--- src/rtl/alu_op_sequencer.sv ---
// -----------------------------------------------------------------------------
// alu_op_sequencer
//
// Multi-cycle command issuer for the 2-bit-command datapath ALU
// (ADD / ROR1 / NAND / PASS). Compound operations (AND, XOR, SUB, MUL, RORN,
// CMP) are built from ALU primitives, one primitive per clock. Requests come
// in from decode over valid/ready and results leave to writeback over
// valid/ready.
//
// Ports
//   clk, reset_n          clock (rising edge), asynchronous active-low reset
//   req_valid/req_ready   request handshake (ready only while idle)
//   req_op                000 AND, 001 XOR, 010 SUB, 011 MUL, 100 RORN,
//                         101 CMP, 11x illegal
//   req_a, req_b          operands (RORN: req_b[2:0] is the rotate amount)
//   rsp_valid/rsp_ready   response handshake; rsp_* held until accepted
//   rsp_data              result
//   rsp_zero, rsp_pari    result == 0 and XOR-reduction of result
//   rsp_eq                CMP only: a == b
//   rsp_err               illegal opcode
//   alu_cmd               10 ADD, 01 ROR1, 00 NAND, 11 PASS
//   alu_a, alu_b, alu_sc  ALU operands; carry-in tied low
//   alu_rslt, alu_neq     ALU result (same cycle) and inA != inB
// -----------------------------------------------------------------------------
module alu_op_sequencer #(
    parameter int DW = 8  // must match the ALU width; only 8 is supported
) (
    input  logic          clk,
    input  logic          reset_n,
    input  logic          req_valid,
    output logic          req_ready,
    input  logic [2:0]    req_op,
    input  logic [DW-1:0] req_a,
    input  logic [DW-1:0] req_b,
    output logic          rsp_valid,
    input  logic          rsp_ready,
    output logic [DW-1:0] rsp_data,
    output logic          rsp_zero,
    output logic          rsp_pari,
    output logic          rsp_eq,
    output logic          rsp_err,
    output logic [1:0]    alu_cmd,
    output logic [DW-1:0] alu_a,
    output logic [DW-1:0] alu_b,
    output logic          alu_sc,
    input  logic [DW-1:0] alu_rslt,
    input  logic          alu_neq
);

    typedef enum logic [1:0] {S_IDLE, S_RUN, S_DONE} state_e;

    // Which register captures alu_rslt on the current RUN step.
    typedef enum logic [2:0] {DST_NONE, DST_T, DST_U, DST_R, DST_MA} dst_e;

    localparam logic [2:0] OP_AND  = 3'b000;
    localparam logic [2:0] OP_XOR  = 3'b001;
    localparam logic [2:0] OP_SUB  = 3'b010;
    localparam logic [2:0] OP_MUL  = 3'b011;
    localparam logic [2:0] OP_RORN = 3'b100;
    localparam logic [2:0] OP_CMP  = 3'b101;

    localparam logic [1:0] CMD_NAND = 2'b00;
    localparam logic [1:0] CMD_ROR1 = 2'b01;
    localparam logic [1:0] CMD_ADD  = 2'b10;
    localparam logic [1:0] CMD_PASS = 2'b11;

    state_e        state_q, state_d;
    logic [2:0]    op_q, op_d;
    logic [DW-1:0] a_q, a_d;      // operand A; MUL multiplicand (doubles each iteration)
    logic [DW-1:0] b_q, b_d;      // operand B; MUL multiplier (shifts right each iteration)
    logic [DW-1:0] t_q, t_d;
    logic [DW-1:0] u_q, u_d;
    logic [DW-1:0] r_q, r_d;      // result / MUL accumulator / XOR nand(a,b) scratch
    logic [3:0]    step_q, step_d;
    logic          eq_q, eq_d;
    logic          err_q, err_d;

    dst_e          dst;
    logic [3:0]    last_step;

    // Issue side: ALU command and operands depend only on registered state, so
    // the combinational path through the external ALU never loops back here.
    // NOTE: every signal written in an always_comb gets a default first, so no
    // path leaves it unassigned and no latch is inferred.
    always_comb begin
        alu_cmd   = CMD_PASS;
        alu_a     = '0;
        alu_b     = '0;
        dst       = DST_NONE;
        last_step = 4'd0;
        if (state_q == S_RUN) begin
            unique case (op_q)
                OP_AND: begin
                    last_step = 4'd1;
                    alu_cmd   = CMD_NAND;
                    if (step_q == 4'd0) begin
                        alu_a = a_q;  alu_b = b_q;  dst = DST_T;
                    end else begin
                        alu_a = t_q;  alu_b = t_q;  dst = DST_R;
                    end
                end
                OP_XOR: begin
                    last_step = 4'd3;
                    alu_cmd   = CMD_NAND;
                    unique case (step_q[1:0])
                        2'd0:    begin alu_a = a_q; alu_b = b_q; dst = DST_R; end
                        2'd1:    begin alu_a = a_q; alu_b = r_q; dst = DST_T; end
                        2'd2:    begin alu_a = b_q; alu_b = r_q; dst = DST_U; end
                        default: begin alu_a = t_q; alu_b = u_q; dst = DST_R; end
                    endcase
                end
                OP_SUB: begin
                    // a - b = a + (~b + 1)
                    last_step = 4'd2;
                    unique case (step_q[1:0])
                        2'd0:    begin alu_cmd = CMD_NAND; alu_a = b_q; alu_b = b_q;  dst = DST_T; end
                        2'd1:    begin alu_cmd = CMD_ADD;  alu_a = t_q; alu_b = DW'(1); dst = DST_T; end
                        default: begin alu_cmd = CMD_ADD;  alu_a = a_q; alu_b = t_q;  dst = DST_R; end
                    endcase
                end
                OP_MUL: begin
                    // Even step: conditional accumulate. Odd step: double the
                    // multiplicand. Always 16 steps regardless of data.
                    last_step = 4'd15;
                    if (!step_q[0]) begin
                        alu_a = r_q;
                        dst   = DST_R;
                        if (b_q[0]) begin
                            alu_cmd = CMD_ADD;
                            alu_b   = a_q;
                        end
                    end else begin
                        alu_cmd = CMD_ADD;
                        alu_a   = a_q;
                        alu_b   = a_q;
                        dst     = DST_MA;
                    end
                end
                OP_RORN: begin
                    // r was preloaded with a at acceptance; amount 0 is one PASS.
                    alu_a = r_q;
                    dst   = DST_R;
                    if (b_q[2:0] != 3'd0) begin
                        alu_cmd   = CMD_ROR1;
                        last_step = {1'b0, b_q[2:0]} - 4'd1;
                    end
                end
                OP_CMP: begin
                    alu_a = a_q;
                    alu_b = b_q;
                    dst   = DST_R;
                end
                default: begin
                    alu_a = a_q;
                    dst   = DST_R;
                end
            endcase
        end
    end

    // Next-state side: captures the ALU result and sequences the FSM.
    always_comb begin
        state_d = state_q;
        op_d    = op_q;
        a_d     = a_q;
        b_d     = b_q;
        t_d     = t_q;
        u_d     = u_q;
        r_d     = r_q;
        step_d  = step_q;
        eq_d    = eq_q;
        err_d   = err_q;
        unique case (state_q)
            S_IDLE: begin
                if (req_valid) begin
                    op_d    = req_op;
                    a_d     = req_a;
                    b_d     = req_b;
                    r_d     = (req_op == OP_RORN) ? req_a : '0;
                    step_d  = 4'd0;
                    eq_d    = 1'b0;
                    err_d   = 1'b0;
                    state_d = S_RUN;
                end
            end
            S_RUN: begin
                unique case (dst)
                    DST_T:   t_d = alu_rslt;
                    DST_U:   u_d = alu_rslt;
                    DST_R:   r_d = alu_rslt;
                    DST_MA:  begin a_d = alu_rslt; b_d = b_q >> 1; end
                    default: ;
                endcase
                if (op_q == OP_CMP)      eq_d  = ~alu_neq;
                if (op_q[2:1] == 2'b11)  err_d = 1'b1;
                if (step_q == last_step) state_d = S_DONE;
                else                     step_d  = step_q + 4'd1;
            end
            S_DONE: begin
                if (rsp_ready) state_d = S_IDLE;
            end
            default: state_d = S_IDLE;
        endcase
    end

    // NOTE: sequential state uses non-blocking assignments only, so every
    // register samples the pre-edge values regardless of statement order.
    always_ff @(posedge clk or negedge reset_n) begin
        if (!reset_n) begin
            state_q <= S_IDLE;
            op_q    <= '0;
            a_q     <= '0;
            b_q     <= '0;
            t_q     <= '0;
            u_q     <= '0;
            r_q     <= '0;
            step_q  <= '0;
            eq_q    <= 1'b0;
            err_q   <= 1'b0;
        end else begin
            state_q <= state_d;
            op_q    <= op_d;
            a_q     <= a_d;
            b_q     <= b_d;
            t_q     <= t_d;
            u_q     <= u_d;
            r_q     <= r_d;
            step_q  <= step_d;
            eq_q    <= eq_d;
            err_q   <= err_d;
        end
    end

    // req_ready is qualified by reset_n so every handshake output reads 0
    // while reset is held, even though the FSM already sits in IDLE.
    assign req_ready = (state_q == S_IDLE) && reset_n;
    assign rsp_valid = (state_q == S_DONE);
    assign rsp_data  = r_q;
    assign rsp_zero  = rsp_valid && (r_q == '0);
    assign rsp_pari  = rsp_valid && (^r_q);
    assign rsp_eq    = eq_q;
    assign rsp_err   = err_q;
    assign alu_sc    = 1'b0;

endmodule

--- config.mk ---
export PLATFORM = sky130hd
export DESIGN_NAME = alu_op_sequencer
export DESIGN_NICKNAME = d
export VERILOG_FILES = /design/src/rtl/alu_op_sequencer.sv
export SDC_FILE = /design/constraint.sdc
export NUM_CORES = 1
export LEC_CHECK = 0
export BUFFER_PORTS_ARGS = -buffer_cell sky130_fd_sc_hd__buf_2
export CAP_MARGIN = 20
export CORE_MARGIN = 2
export CORE_UTILIZATION = 25
export DETAILED_ROUTE_END_ITERATION = 8
export PLACE_DENSITY = 0.51
export SETUP_SLACK_MARGIN = 0.4
export SYNTH_ARGS = -nofsm -noshare
export SYNTH_HDL_FRONTEND = slang
export SYNTH_SLANG_ARGS = --single-unit
--- constraint.sdc ---
create_clock -name clk -period 7.1 [get_ports clk]
set_input_delay 0.71 -clock clk [delete_from_list [all_inputs] [get_ports clk]]
set_output_delay 0.71 -clock clk [all_outputs]
set_load 0.1 [all_outputs]
==> out/results.txt <==
# fillers = 1,544
Synth Flop Type = dfrtp_1
status = finished clean
Longest Clk Path Bufs = 2
total wire length = 13,030 µm
Synthesized Nets = 495
CTS resizes = 0
mapped cell area = 3757 µm²
drt first pass iters = 5
num rows = 44
Num CTS Buffers = 5
max incr delay on CP = 0.67 ns
Clock Skew = 0.009345 ns
Total GRT Usage = 16.28%
final hold viol count = 0
Relative slew margins = 37.56%
Via density = 5.490
final antenna-violating net count = 0
sequential element share of the synthesized area = 33.97%
commonest non-fill, non-tap cell in the layout = nand2_1
nets@finish = 536
setup violators final = 0
unrepaired setup endpoints after global routing = false
worst hold path class = reg -> reg
hold_ws = 0.4984 ns
Layout Cells excl Fill = 677
P&R area growth vs syn = 15.98%
placed cell count = 670
Die Span X = 126.6 µm
number of global-route vias before repair = 3,587
period utilisation layout = 62.48%
Clock H-tree levels = 2
critical path endpoint category = output port
commonest non-fill, non-tap cells in the layout = 65 x nand2_1, 63 x buf_2, 51 x dfrtp_1
gr ovfl total = 0
Worst EP required = 6.39 ns
largest net degree at the start of global routing = 53
Fin Setup TNS = 0 ns
Final Slew Violations = 0
DR vias = 3,717
cells along the critical path = inv_1 > ha_1 > or2_2 > nor2_1 > a21oi_1 > o21ai_0 > nand2_1 > a21oi_1 > buf_2
clock root buffer = clkbuf_16
initial antenna violation count = 0
gpl congestion = 0.8733
Worst-Skew Late Latency = 0.30 ns
Buf/Inv on CP = 2
routed len/inst = 19.25 µm
cts hold-fix bufs = 0
Worst path slowest cell = dfrtp_1
max-cap check violation count = 0
Antenna diodes = 0
# clock sinks = 51
PortBufs = 63
#FFs+latches synth = 51
1st-iter DRT viols = 254
first-pass GRT wire length = 20,370 µm
Peak Freq = 225.4 MHz
arrival time worst endpoint = 3.73 ns
cell mode on critical path = a21oi_1
Critical Path Source Type = flop
post-CTS setup buffers = 0
Die Span Y = 126.6 µm
DRC viols = 0
die area = 16,030 µm²
Synth cell types = 58
HPWL after DPL = 9278 µm
layout cells sized above 1 = 20.89%
IO Pins = 65
final worst path period need = 4.436 ns
Post-synth EDFFs = 0
Worst-Margin Slew = 0.9366 ns
Syn Area/Cell = 8.313 µm²
Post-Syn Instances = 452
critical path class = reg -> out
Initial Utilization = 25.75%
Crit Path Max Fanout = 24
Top delay family on crit path = simple AND/OR/NAND/NOR gates
TritonCTS clock tree = yes
Ys Warns = 0
CORE AREA = 14,590 µm²
post-synthesis async set-or-reset flop share = 100.0%
clock-pin slew on the worst setup and hold paths = 0.07 ns
[per-stage QoR]
step | area [µm²] | utilization (%) | worst slack [ns]
after floorplan | 3757 | - | 2.724
after global placement | 4195 | 28.76 | 3.159
after detailed placement | 4195 | 28.76 | 3.001
after CTS | 4358 | 29.87 | 2.668
after global routing | 4358 | 29.87 | 2.309
final | 4358 | 29.87 | 2.664
[registers in the layout, indices dropped and copies added (netlist names)]
register and flops:
a_q 8, b_q 8, rsp_data 8, t_q 8
u_q 8, step_q 4, op_q 3, state_q 2
rsp_eq 1, rsp_err 1
[area by class of cell]
class	count	area [µm²]	share of cell area, %
Timing Repair Buffer	69	360.3	8.269
Clock buffer	5	125.1	2.871
Clock inverter	2	37.54	0.8613
Tap cell	184	230.2	5.283
Inverter	18	67.56	1.550
Sequential cell	51	1276	29.29
Multi-Input combinational cell	348	2261	51.88
[routing by layer]
metal / global-route usage, % / share of wire, %
met5: 0 / 0
met2: 25.17 / 45
met1: 23.51 / 48
met4: 4.719 / 1.8
met3: 2.488 / 5.3
[cells by family after synthesis]
kind of cell	Yosys count	synth area share, %
AND/OR/NAND/NOR	153	18.32
AO/OA/AOI/OAI	151	28.21
buffers and inverters	53	6.027
flip-flops	51	33.97
multiplexers	28	8.792
adder cells (fa/ha/maj)	11	3.663
XOR/XNOR	4	0.9323
other	1	0.09980
[worst reg2reg max path, stage by stage (launching register included)]
cell and delay (ns):
dfrtp_1 0.57, inv_1 0.20, ha_1 0.79, a21boi_4 0.24, a21o_4 0.32, a211o_1 0.32
or3_1 0.61, mux2_4 0.40
[Yosys cell counts (2+ instances only)]
cell type / count / share of area (%)
mux2_2: 8 / 2.4
mux2i_1: 12 / 3.2
a22o_1: 4 / 0.93
inv_1: 18 / 1.8
a21oi_1: 32 / 4.3
a31oi_1: 23 / 3.8
and2_1: 5 / 0.83
dfrtp_1: 51 / 34
nor3_1: 5 / 0.67
buf_4: 2 / 0.40
nor2_1: 49 / 4.9
and3_1: 3 / 0.50
nor2b_1: 4 / 0.67
or3_1: 4 / 0.67
o22ai_1: 3 / 0.50
a211o_1: 5 / 1.2
nand2_1: 65 / 6.5
o21ai_0: 22 / 2.9
ha_1: 11 / 3.7
a21o_1: 3 / 0.60
o311a_1: 4 / 1.1
mux2_4: 8 / 3.2
a21boi_0: 8 / 1.6
xnor2_1: 4 / 0.93
a222oi_1: 5 / 1.3
a221oi_1: 17 / 4.0
buf_6: 2 / 0.60
clkbuf_1: 26 / 2.6
nand2b_1: 4 / 0.67
nand4_1: 2 / 0.33
nand3_1: 4 / 0.53
a22oi_1: 9 / 1.8
o31a_1: 2 / 0.47
buf_2: 4 / 0.53
[path summary, 6_finish.rpt]
check                      slack, ns  cells past startpoint       end      start
setup / recovery                2.66                      9  alu_a[4]  step_q[0]
hold / removal                  0.50                      2    rsp_eq     rsp_eq
setup reg to reg                3.54                      7    t_q[0]  step_q[0]
hold reg to reg                 0.50                      2    rsp_eq     rsp_eq
max in group asynchronous       6.10                      2    t_q[4]    reset_n
min in group asynchronous       0.55                      2    u_q[7]    reset_n
Power is not shown: default switching activity piles up to over one toggle a cycle in this logic, so the estimate is an artifact.
